$ cat src/rtl/mcycle_unit.sv
// Multi-cycle multiply/divide unit.
// Iterative 32-step shift-add multiplier and restoring divider.
// Optional feature macro: MCYCLE_SIGNED_EN. When it is defined, Signed=1
// selects two's-complement operation. When it is undefined, the Signed
// input is ignored and every operation is unsigned.
module mcycle_unit (
  input  logic        CLK,
  input  logic        RESETN,
  input  logic        Start,
  input  logic        MCycleOp,
  input  logic        Signed,
  input  logic [31:0] Operand1,
  input  logic [31:0] Operand2,
  output logic [31:0] Result1,
  output logic [31:0] Result2,
  output logic        Busy,
  output logic        Done
);

  typedef enum logic [1:0] {IDLE, COMPUTE, DONE} state_t;

  state_t      state;
  logic [4:0]  count;
  logic        op_div;
  logic [63:0] acc;       // product accumulator, or partial remainder in [32:0]
  logic [63:0] mcand;     // shifted multiplicand, or divisor in [31:0]
  logic [31:0] shreg;     // multiplier shifting out, or dividend shifting into quotient
  logic [31:0] dvd_orig;  // original dividend, returned as remainder on divide by zero
  logic        div_zero;
  logic        neg_lo;    // negate product / quotient at the end
  logic        neg_hi;    // negate remainder at the end

  // Two's-complement conditional negation, used for magnitudes and sign fix-up
  function automatic logic [31:0] cond_neg32(input logic [31:0] v, input logic neg);
    return neg ? (~v + 32'd1) : v;
  endfunction

  function automatic logic [63:0] cond_neg64(input logic [63:0] v, input logic neg);
    return neg ? (~v + 64'd1) : v;
  endfunction

  logic sgn_req;
`ifdef MCYCLE_SIGNED_EN
  assign sgn_req = Signed;
`else
  logic unused_signed;
  assign sgn_req       = 1'b0;
  assign unused_signed = Signed;
`endif

  logic        op1_neg, op2_neg;
  logic [31:0] op1_mag, op2_mag;
  assign op1_neg = sgn_req & Operand1[31];
  assign op2_neg = sgn_req & Operand2[31];
  assign op1_mag = cond_neg32(Operand1, op1_neg);
  assign op2_mag = cond_neg32(Operand2, op2_neg);

  // One iteration of each algorithm. The divider is restoring: it keeps
  // the shifted remainder whenever the trial subtraction goes negative.
  logic [63:0] mul_acc_nxt;
  logic [32:0] rem_shift, trial, rem_nxt;
  logic        q_bit;
  assign mul_acc_nxt = shreg[0] ? (acc + mcand) : acc;
  assign rem_shift   = {acc[31:0], shreg[31]};
  assign trial       = rem_shift - {1'b0, mcand[31:0]};
  assign q_bit       = ~trial[32];
  assign rem_nxt     = q_bit ? trial : rem_shift;

  // Final-step results with sign correction; divide by zero is forced
  // so it matches the unsigned behaviour irrespective of signedness.
  logic [63:0] prod_fin;
  logic [31:0] quot_fin, rem_fin, res_lo, res_hi;
  assign prod_fin = cond_neg64(mul_acc_nxt, neg_lo);
  assign quot_fin = cond_neg32({shreg[30:0], q_bit}, neg_lo);
  assign rem_fin  = cond_neg32(rem_nxt[31:0], neg_hi);

  // Select the result pair that is loaded on entry into DONE
  always_comb begin
    res_lo = prod_fin[31:0];
    res_hi = prod_fin[63:32];
    if (op_div) begin
      if (div_zero) begin
        res_lo = 32'hFFFF_FFFF;
        res_hi = dvd_orig;
      end else begin
        res_lo = quot_fin;
        res_hi = rem_fin;
      end
    end
  end

  // Control FSM, iteration datapath and registered outputs
  always_ff @(posedge CLK or negedge RESETN) begin
    if (!RESETN) begin
      state    <= IDLE;
      count    <= 5'd0;
      op_div   <= 1'b0;
      acc      <= 64'd0;
      mcand    <= 64'd0;
      shreg    <= 32'd0;
      dvd_orig <= 32'd0;
      div_zero <= 1'b0;
      neg_lo   <= 1'b0;
      neg_hi   <= 1'b0;
      Result1  <= 32'd0;
      Result2  <= 32'd0;
      Busy     <= 1'b0;
      Done     <= 1'b0;
    end else begin
      Busy <= (state == COMPUTE);
      Done <= (state == DONE);
      case (state)
        IDLE: begin
          if (Start) begin
            op_div   <= MCycleOp;
            acc      <= 64'd0;
            mcand    <= {32'd0, MCycleOp ? op2_mag : op1_mag};
            shreg    <= MCycleOp ? op1_mag : op2_mag;
            dvd_orig <= Operand1;
            div_zero <= (Operand2 == 32'd0);
            neg_lo   <= op1_neg ^ op2_neg;
            neg_hi   <= op1_neg;
            count    <= 5'd0;
            state    <= COMPUTE;
          end
        end
        COMPUTE: begin
          if (op_div) begin
            acc   <= {31'd0, rem_nxt};
            shreg <= {shreg[30:0], q_bit};
          end else begin
            acc   <= mul_acc_nxt;
            mcand <= mcand << 1;
            shreg <= shreg >> 1;
          end
          count <= count + 5'd1;
          if (count == 5'd31) begin
            Result1 <= res_lo;
            Result2 <= res_hi;
            state   <= DONE;
          end
        end
        DONE: begin
          state <= IDLE;
        end
        default: begin
          state <= IDLE;
        end
      endcase
    end
  end

endmodule

$ cat config.mk
export PLATFORM = sky130hd
export DESIGN_NAME = mcycle_unit
export DESIGN_NICKNAME = d
export VERILOG_FILES = /design/src/rtl/mcycle_unit.sv
export SDC_FILE = /design/constraint.sdc
export NUM_CORES = 1
export LEC_CHECK = 0
export BUFFER_PORTS_ARGS = -buffer_cell sky130_fd_sc_hd__buf_4
export CAP_MARGIN = 20
export CORE_UTILIZATION = 40
export DETAILED_ROUTE_END_ITERATION = 10
export GPL_ROUTABILITY_DRIVEN = 0
export SLEW_MARGIN = 15
export SYNTH_ARGS = -nofsm -noshare
export SYNTH_HDL_FRONTEND = slang
export SYNTH_SLANG_ARGS = --single-unit
$ cat constraint.sdc
create_clock -name CLK -period 7.7 [get_ports CLK]
set_clock_uncertainty 0.05 [all_clocks]
set_input_delay 0.385 -clock CLK [delete_from_list [all_inputs] [get_ports CLK]]
set_output_delay 0.385 -clock CLK [all_outputs]
set_load 0.005 [all_outputs]
==> results.md, run 1 <==
- Distinct cells, synth: 75
- DRT antenna net count: 0
- Initial antenna violation count: 0
- DRC: 0
- Final setup fails: 0
- Register area: 6690 um2
- Critical Path End Type: flop
- Area leader, netlist: dfrtp_1
- Pwr Density: 491 nW/um2
- CTS resizes: 0
- Yosys top cell area share: 35.5%
- Worst Min Path Start: Operand1[28]
- Router iterations before antenna repair: 6
- Cell area after synthesis: 18800 um2
- Via count: 17900
- Peak VDD IR: 243 uV
- Slew @ Worst Pin: 1.07 ns
- FF+latch count, synth: 267
- Global-route usage over all layers: 28.0%
- N_diodes: 0
- DR vias/cell: 6.02
- Max-cap violations: 0
- Worst reg2reg startpoint: mcand[2]$_DFFE_PN0P_
- DR WL/cell: 22.7 um
- CTS sink cnt: 267
- Port Buffers: 133
- Sequential share of the synthesized area: 35.5%
- First-pass GRT wire length: 103 mm
- Fraction of registers with async set or reset after synthesis: 100%
- DIE AREA: 47900 um2
- WHS Path Cells: 3
- Total grt overflow: 0
- Placed Area: 20300 um2
- Maximum clock rate: 168 MHz
- Worst hold path endpoint: dvd_orig[28]$_DFFE_PN0P_
- Clock latency on the worst-skew pair: 0.60 ns
- Hold Slack: 0.0422 ns
- Fill cells: 4524
- Post-layout net count: 2518
- # IOs: 135
- Worst Reg-to-Reg Cells: 18
- WP data required: 8.17 ns
- Status: completed
- DRT iter0 DRCs: 1630
- CTS buffer count: 30
- Largest net degree at the start of global routing: 170
- Syn Inst Count: 2281
- CORE AREA: 46500 um2
- Final Instance Area: 21600 um2
- Minimum clock period: 5.94 ns
- WS Path Type: reg2reg
- Layout cells sized above 1: 11.6%
- Area of the multi-input gates: 11400 um2
- Clk buf depth: 3
- P&R area growth vs syn: 14.8%
- Initial Util: 40.5%
- TritonCTS clock tree: done
- Reg2Reg Setup Slack: 1.76 ns
- Vias in the first global route: 17200
- Max-Slew Margin vs Limit: 27.1%
- Setup crit start kind: flop
- Setup TNS: 0 ns
- Die height: 219 um
- Detail Placement HPWL: 49.7 mm
- Crit Path Max Fanout: 33
- Lkg Pwr: 9.87 nW
- Unrepaired setup endpoints after global routing: no
- Final Total Pwr: 10.6 mW
- Arrival time of the worst setup path: 6.40 ns
- Crit share post-route: 77.1%
- Clock root buffer: clkbuf_16
- Post-synth EDFFs: 0
- Syn_nets: 2450
- Avg Cell Area, Syn: 8.25 um2
- Largest cells by area after synthesis: dfrtp_1, nand2_1, ha_1, a21oi_1, o21ai_0
- Top_reg_cell synth: dfrtp_1
- H-tree Lvls: 1
- Rows: 79
- Final slew viol count: 0
- Hold crit path type: in2reg
- FF-to-FF End: Result2[8]$_DFFE_PN0P_
- Synth warn: 0
- Worst-path clk slew: 0.06 ns
- Die Span X: 219 um
- Final hold vios: 0
- Fin util: 46.5%
- Final WL: 67.6 mm
==> how the worst max path moves through the flow <==
| stage | from | end | slack (ns) | cells after the start |
|---|---|---|---|---|
| 2_1_floorplan | acc[16]$_DFFE_PN0P_ | acc[30]$_DFFE_PN0P_ | 3.33 | 18 |
| 3_3_place_gp | mcand[2]$_DFFE_PN0P_ | Result2[8]$_DFFE_PN0P_ | 2.08 | 18 |
| 3_5_place_dp | mcand[2]$_DFFE_PN0P_ | Result2[8]$_DFFE_PN0P_ | 2.01 | 18 |
| 4_1_cts | mcand[2]$_DFFE_PN0P_ | Result2[8]$_DFFE_PN0P_ | 1.96 | 18 |
| 5_1_grt | mcand[2]$_DFFE_PN0P_ | Result2[8]$_DFFE_PN0P_ | 1.45 | 18 |
| 6_report | mcand[2]$_DFFE_PN0P_ | Result2[8]$_DFFE_PN0P_ | 1.76 | 18 |
==> what timing repair did <==
item,CTS,global route
endpoints found under the hold margin,126,0
buffers inserted,0,0
hold buffers,29,0
==> worst max-delay path, cell delays in order, from the launching register on <==
cell and delay (ns):
dfrtp_1 0.42, inv_1 0.06, ha_1 0.33, nor2b_1 0.17
o211ai_1 0.34, a2111oi_0 0.22, or2_2 0.38, a21oi_1 0.44
nor3_1 0.16, or3_1 0.39, a21o_1 0.20, a21o_1 0.18
ha_2 0.82, buf_4 0.35, mux2i_1 0.12, o21ai_0 0.76
a221oi_1 0.17, o21ai_0 0.14, o21a_1 0.15
==> synth_stat cells, types with 4 or more instances <==
cell type / instances
a2111oi_0: 5
a211o_1: 9
a211oi_1: 37
a21boi_0: 5
a21o_1: 49
a21oi_1: 221
a221o_1: 5
a221oi_1: 6
a22o_1: 63
a311oi_1: 5
a31o_2: 4
a31oi_1: 14
and2_1: 6
and3_1: 11
buf_1: 15
buf_2: 6
clkbuf_1: 132
dfrtp_1: 267
ha_1: 98
inv_1: 60
mux2_2: 34
mux2i_1: 94
nand2_1: 341
nand2b_1: 16
nand3_1: 25
nand4_1: 28
nor2_1: 220
nor2b_1: 20
nor3_1: 22
nor4_1: 10
o211ai_1: 17
o21a_1: 21
o21ai_0: 191
o21bai_1: 18
o221ai_1: 4
o22ai_1: 9
o31ai_1: 32
o32ai_1: 5
or2_2: 5
or3_1: 8
xnor2_1: 47
xor2_1: 40
==> logic make-up after synthesis <==
kind of cell,after synthesis,share of synthesized area [%]
xor+xnor,87,4.05
flops,267,35.5
compound gates,759,25.9
buf+inv,215,4.33
fa+ha+maj,100,6.73
simple gates,725,16.5
mux,128,7.03
==> routing by layer <==
layer	vias to the layer above	wire length, um	track usage, %
li1	8337	-	-
met3	122	4780	4.64
met1	8792	29600	38.1
met2	695	30400	44.0
met4	0	2860	11.5
met5	-	0	0
==> power breakdown <==
part	internal (mW)	switching, mW	total, mW
clock network	0.935	0.629	1.56
logic	2.41	4.02	6.42
registers	1.99	0.644	2.63
total	5.33	5.29	10.6
==> per-stage QoR <==
step	setup slack, ns	std cells
2_1_floorplan	3.33	2281
3_3_place_gp	2.08	2895
3_5_place_dp	2.01	2895
4_1_cts	1.96	2979
5_1_grt	1.45	2979
6_report	1.76	2979
==> state kept, by name (all words and copies together), names as in the netlist <==
name / flops
Busy: 1
Done: 1
Result1: 32
Result2: 32
acc: 64
count: 5
div_zero: 1
dvd_orig: 32
mcand: 64
op_div: 1
shreg: 32
state: 2
==> layout make-up <==
type	instances	area share (%)
well taps	607	3.51
clock buffers	46	4.17
inverters	62	1.08
flip-flops and latches	267	30.9
repair buffers	189	6.99
multi-input cells	1799	52.6
clock inverters	9	0.747
==> cells in the final DEF, fill, tap and decap left out, types with 9 or more instances in the layout <==
cell and n:
inv_1 58, a211oi_1 37, a21o_1 49, a22o_1 63, o21ai_0 190, nor2_1 218
o22ai_1 9, nor4_1 10, ha_1 97, dfrtp_1 265, mux2_2 34, nand3_1 25
and3_1 11, xnor2_1 47, clkbuf_16 30, clkbuf_8 9, nor3_1 22, o21a_1 21
o31ai_1 32, a21oi_1 221, buf_4 158, nand2_1 340, nor2b_1 20, mux2i_1 94
o211ai_1 17, xor2_1 40, dlygate4sd3_1 29, a211o_1 9, nand2b_1 15, o21bai_1 18
a31oi_1 14, nand4_1 28
No activity file was read; power rests on OpenSTA's default activity.
==> inputs of run 2 (changes only) <==
Clock period 7.7 ns to 5.6 ns, I/O delays scaled along.
==> results.md, run 2 (synthesis results as in run 1) <==
- Status: completed
- DIE AREA: 47900 um2
- Commonest non-fill, non-tap cell in the layout: nand2_1
- Post-layout net count: 2533
- WP data required: 6.06 ns
- Initial antenna violation count: 1
- Fill cells: 4512
- Via count: 18100
- Placed Area: 20300 um2
- DRT antenna net count: 0
- Clock power share: 14.2%
- WS Path Type: reg2reg
- Setup TNS: 0 ns
- CTS buffer count: 31
- Clock root buffer: clkbuf_16
- CTS sink cnt: 267
- Max-Slew Margin vs Limit: 31.8%
- Final hold vios: 0
- # IOs: 135
- Initial Util: 40.5%
- Detail Placement HPWL: 50.2 mm
- Minimum clock period: 5.36 ns
- Setup crit start kind: flop
- Router iterations before antenna repair: 6
- Pre-CTS setup slack: 0.327 ns
- Arrival time of the worst setup path: 5.82 ns
- Critical Path End Type: flop
- CP max-delay cell: ha_2
- Final setup fails: 0
- Lkg Pwr: 9.93 nW
- First-pass GRT wire length: 104 mm
- Final slew viol count: 0
- Final Instance Area: 21700 um2
- Switching Fraction: 49.9%
- Most frequent cells in the layout: nand2_1, dfrtp_1, a21oi_1
- Maximum clock rate: 187 MHz
- Buf/Inv on CP: 2
- Clk buf depth: 3
- CTS resizes: 0
- Final WL: 68.7 mm
- Layout cells sized above 1: 11.9%
- CORE AREA: 46500 um2
- DR vias/cell: 6.05
- Pwr Density: 676 nW/um2
- Rows: 79
- Hold crit path type: in2reg
- DRT iter0 DRCs: 1615
- Max-cap violations: 0
- Global-route usage over all layers: 28.4%
- Comb power frac: 61.2%
- TritonCTS clock tree: done
- Peak VDD IR: 328 uV
- P_int: 7.34 mW
- Sequential power share: 24.7%
- CP Cell Sequence: inv_1 -> ha_1 -> fa_1 -> nor2b_1 -> o211ai_1 -> a2111oi_0 -> or2_2 -> a21oi_1 -> nor3_1 -> or3_1 -> a21o_1 -> a21o_1 -> ha_2 -> buf_4 -> nor2_1 -> a31oi_1 -> nor2_1 -> or4_1 -> o21ai_0
- Critical path's top delay family: compound AO/OA/AOI/OAI gates
- Die Span X: 219 um
- Fin worst setup slack: 0.240 ns
- Unrepaired setup endpoints after global routing: no
- Port Buffers: 133
- Worst-path clk slew: 0.06 ns
- Total grt overflow: 0
- Fin util: 46.7%
- Slew @ Worst Pin: 1.02 ns
- Crit share post-route: 95.7%
- Vias in the first global route: 17100
- Crit Path Max Fanout: 34
- DRC: 0
- Clock latency on the worst-skew pair: 0.59 ns
- DR WL/cell: 22.9 um
- Largest registers: acc (64), mcand (64)
- H-tree Lvls: 1
- Largest net degree at the start of global routing: 110
- Sw Pwr: 7.32 mW
- Die height: 219 um
- P&R area growth vs syn: 15.2%
- Max stage delay on crit path: 0.66 ns
## run 2: cell types whose count changed in the layout (fill, tap and decap cells not counted), sizes merged
cell and change:
bufinv -2, dlygate4sd3 +4, clkinvlp +1, inv +2, clkinv +2, clkbuf -1
diode +1, dlymetal6s2s +1, buf +9
## run 2: metal layers
metal	vias to the layer above	global-route usage, %	wire length, um
li1	8398	-	-
met1	8803	39.6	30400
met2	785	44.0	30500
met3	135	3.69	4760
met4	2	12.1	3080
met5	-	0	13
## run 2: worst reg2reg max path: cells and delay by family (launching register included)
kind	cells	cell delay, ns
buffers and inverters	2	0.55
AND/OR/NAND/NOR	7	1.54
adder cells (fa/ha/maj)	3	1.06
AO/OA/AOI/OAI	7	1.64
flip-flops	1	0.43
## run 2: power groups by stage
stage | sequential [mW] | combinational [mW] | clock, mW
2_1_floorplan | 3.25 | 6.04 | 0
3_3_place_gp | 3.60 | 8.56 | 0
3_5_place_dp | 3.61 | 8.71 | 0
4_1_cts | 3.59 | 8.78 | 2.10
5_1_grt | 3.69 | 9.74 | 2.18
6_report | 3.62 | 8.96 | 2.08
## run 2: through the flow
| step | std cells | hold slack, ns | total power, mW |
|---|---|---|---|
| 2_1_floorplan | 2281 | -0.0656 | 9.29 |
| 3_3_place_gp | 2904 | 0.370 | 12.2 |
| 3_5_place_dp | 2904 | 0.375 | 12.3 |
| 4_1_cts | 2994 | 0.0350 | 14.5 |
| 5_1_grt | 2995 | 0.0525 | 15.6 |
| 6_report | 2996 | 0.0272 | 14.7 |
## run 2: final timing paths
kind | slack, ns | cells past startpoint | startpoint | to
min | 0.03 | 3 | Operand2[0] | mcand[0]$_DFFE_PN0P_
max in group asynchronous | 3.87 | 3 | RESETN | shreg[0]$_DFFE_PN0P_
min in group asynchronous | 0.31 | 2 | RESETN | mcand[37]$_DFFE_PN0P_
min reg2reg | 0.42 | 2 | dvd_orig[29]$_DFFE_PN0P_ | dvd_orig[29]$_DFFE_PN0P_
max | 0.24 | 19 | shreg[31]$_DFFE_PN0P_ | Result2[25]$_DFFE_PN0P_
max reg2reg | 0.24 | 19 | shreg[31]$_DFFE_PN0P_ | Result2[25]$_DFFE_PN0P_
## run 2: cell type report
type                    count  area (um2)  share of cell area (%)
diodes                      1        2.50                  0.0115
clock inverters            12         121                   0.559
clock buffers              45         898                    4.14
flip-flops and latches    267        6690                    30.8
repair buffers            203        1630                    7.52
multi-input cells        1799       11400                    52.4
inverters                  62         233                    1.07
well taps                 607         759                    3.50
## run 2: what timing repair did
action | CTS | global route
buffers inserted | 0 | 0
hold endpoints to repair | 135 | 0
hold buffers | 33 | 0
==> inputs of run 3 (changes only) <==
Settings changed: ABC_AREA set to 1.
==> results.md, run 3 <==
- DR vias/cell: 5.35
- DRT antenna net count: 0
- Largest net degree at the start of global routing: 120
- Max-cap violations: 0
- Rows: 85
- Crit Path Max Fanout: 24
- Wl on met1: 37.8 mm
- First-pass GRT wire length: 128 mm
- Setup crit start kind: flop
- Post-synth EDFFs: 0
- Commonest non-fill, non-tap cell in the layout: nand2_1
- Worst reg2reg startpoint: shreg[31]$_DFFE_PN0P_
- Detail Placement HPWL: 65.0 mm
- Buf/Inv on CP: 3
- Fraction of registers with async set or reset after synthesis: 100%
- Yosys top cell area share: 30.5%
- Clock latency on the worst-skew pair: 0.57 ns
- Synth warn: 0
- Final Total Pwr: 17.8 mW
- Largest cells by area after synthesis: dfrtp_1, nand2_1, inv_1, o21ai_0, ha_1
- Sequential power share: 20.3%
- P_int: 7.80 mW
- Setup TNS: 0 ns
- Met3 routed WL: 6.12 mm
- Worst Min Path Start: Operand1[18]
- Clock root buffer: clkbuf_16
- Layout cells sized above 1: 9.47%
- Syn_nets: 3659
- DIE AREA: 55800 um2
- Maximum clock rate: 219 MHz
- CP max-delay cell: clkinv_1
- Peak VDD IR: 396 uV
- WS Path Type: reg2reg
- Via count: 22900
- Most used cell, CP: nand2_1
- Arrival time of the worst setup path: 4.96 ns
- Most frequent cells in the layout: nand2_1, inv_1, dfrtp_1
- P&R area growth vs syn: 13.2%
- # IOs: 135
- Final Instance Area: 24800 um2
- Die Span X: 236 um
- Final WL: 84.5 mm
- Lkg Pwr: 13.1 nW
- CTS buffer count: 34
- Largest registers: acc (64), mcand (64)
- Die height: 236 um
- Vias in the first global route: 21100
- Initial Util: 40.6%
- Clk buf depth: 3
- Avg Cell Area, Syn: 6.29 um2
- Hold crit path type: in2reg
- Pre-CTS setup slack: 1.19 ns
- Post-layout net count: 3739
- DRT iter0 DRCs: 2467
- Minimum clock period: 4.57 ns
- FF-to-FF End: Result2[15]$_DFFE_PN0P_
- Final hold vios: 0
- Global-route usage over all layers: 30.1%
- Cell area after synthesis: 21900 um2
- Total grt overflow: 0
- Fin worst setup slack: 1.03 ns
- FF+latch count, synth: 267
- WHS Path Cells: 3
- Fill cells: 5731
- Top post-synthesis cells by count: nand2_1, inv_1, dfrtp_1
- DRC: 0
- Clock power share: 12.7%
- CORE AREA: 54000 um2
- Critical Path End Type: flop
- Area leader, netlist: dfrtp_1
- Met2 WL: 36.1 mm
- Sequential share of the synthesized area: 30.5%
- Worst hold path endpoint: dvd_orig[18]$_DFFE_PN0P_
- Comb power frac: 67.0%
- WP data required: 5.99 ns
- Max stage delay on crit path: 0.65 ns
- Syn Inst Count: 3490
- Distinct cells, synth: 56
- Worst-path clk slew: 0.06 ns
- Pwr Density: 715 nW/um2
- Reg2Reg Setup Slack: 1.03 ns
- Max-Slew Margin vs Limit: 25.3%
- Final setup fails: 0
- Placed Area: 23500 um2
- Fin util: 46.0%
- DR WL/cell: 19.7 um
- Critical path's top delay family: simple AND/OR/NAND/NOR gates
- Worst Reg-to-Reg Cells: 20
- Port Buffers: 133
- Top_reg_cell synth: dfrtp_1
- Most frequent cell after synthesis: nand2_1
- Status: completed
- Unrepaired setup endpoints after global routing: no
- Router iterations before antenna repair: 6
- TritonCTS clock tree: done
- Final slew viol count: 0
- Sw Pwr: 9.97 mW
- Initial antenna violation count: 0
- CTS sink cnt: 267
- Crit share post-route: 81.5%
- Top Metal Used: met4
- Slew @ Worst Pin: 1.12 ns
- CP Cell Sequence: inv_1 -> ha_1 -> fa_1 -> nor3_1 -> o21ai_0 -> nand2_1 -> nand2_1 -> nand2_1 -> a21oi_1 -> o21bai_1 -> ha_1 -> clkinv_1 -> buf_4 -> nand2_1 -> a21boi_0 -> nand2_1 -> nand2_1 -> nand2_1 -> nand2_1 -> nand2_1
- Switching Fraction: 56.1%
- H-tree Lvls: 2
[run 3: final cells by class]
type                       instances  area [um2]  share of cell area (%)
antenna                            1        2.50                  0.0101
timing repair buffer             180        1460                    5.88
tap                              696         871                    3.51
inverter                         573        2150                    8.67
multi-input combinational       2514       12600                    50.5
clock inverter                    14         158                   0.635
sequential                       267        6680                    26.9
clock buffer                      44         958                    3.86
[run 3: worst max-delay path by stage]
| stage | depth (start not counted) | to | start | slack (ns) |
|---|---|---|---|---|
| floorplan | 18 | acc[18]$_DFFE_PN0P_ | mcand[0]$_DFFE_PN0P_ | 2.50 |
| global placement | 16 | Result2[2]$_DFFE_PN0P_ | shreg[31]$_DFFE_PN0P_ | 1.23 |
| detailed placement | 20 | Result2[15]$_DFFE_PN0P_ | shreg[31]$_DFFE_PN0P_ | 1.19 |
| CTS | 16 | Result2[2]$_DFFE_PN0P_ | shreg[31]$_DFFE_PN0P_ | 1.16 |
| global route | 20 | Result2[15]$_DFFE_PN0P_ | shreg[31]$_DFFE_PN0P_ | 0.76 |
| finish | 20 | Result2[15]$_DFFE_PN0P_ | shreg[31]$_DFFE_PN0P_ | 1.03 |
[run 3: layer usage]
layer / global-route usage [%] / up-vias
li1: - / 11300
met1: 42.7 / 10600
met2: 45.3 / 893
met3: 3.45 / 154
met4: 15.0 / 0
met5: 0 / -
[run 3: through the flow]
step           cells  hold WS [ns]
5_1_grt         4288        0.0317
2_1_floorplan   3490       -0.0656
6_report        4289        0.0152
4_1_cts         4287     0.0000537
3_5_place_dp    4209         0.314
3_3_place_gp    4208         0.310
[run 3: repair_timing]
action	CTS	global route
endpoints found under the hold margin	107	0
hold buffers	20	0
gates resized for setup	0	0
setup buffers	0	0
[run 3: cell families after synthesis]
group	share of synthesized area, %
and+or+nand+nor	33.7
xor gates and xnor gates	1.12
adders and majority gates	5.77
DFF	30.5
buffers and inverters	12.4
AOI/OAI and AO/OA	16.5
[run 3: worst reg2reg max path, cell delays in order, from the launching register on]
cell	delay, ns
dfrtp_1	0.49
inv_1	0.08
ha_1	0.21
fa_1	0.44
nor3_1	0.29
o21ai_0	0.16
nand2_1	0.22
nand2_1	0.12
nand2_1	0.10
a21oi_1	0.07
o21bai_1	0.14
ha_1	0.16
clkinv_1	0.65
buf_4	0.44
nand2_1	0.07
a21boi_0	0.28
nand2_1	0.08
nand2_1	0.19
nand2_1	0.08
nand2_1	0.06
nand2_1	0.06
[run 3: power by group through the flow]
stage / logic (mW) / clock network (mW) / registers (mW)
after floorplan: 8.00 / 0 / 3.23
after global placement: 11.5 / 0 / 3.58
after detailed placement: 11.5 / 0 / 3.60
after CTS: 11.6 / 2.29 / 3.58
after global routing: 13.1 / 2.35 / 3.69
final: 11.9 / 2.26 / 3.61
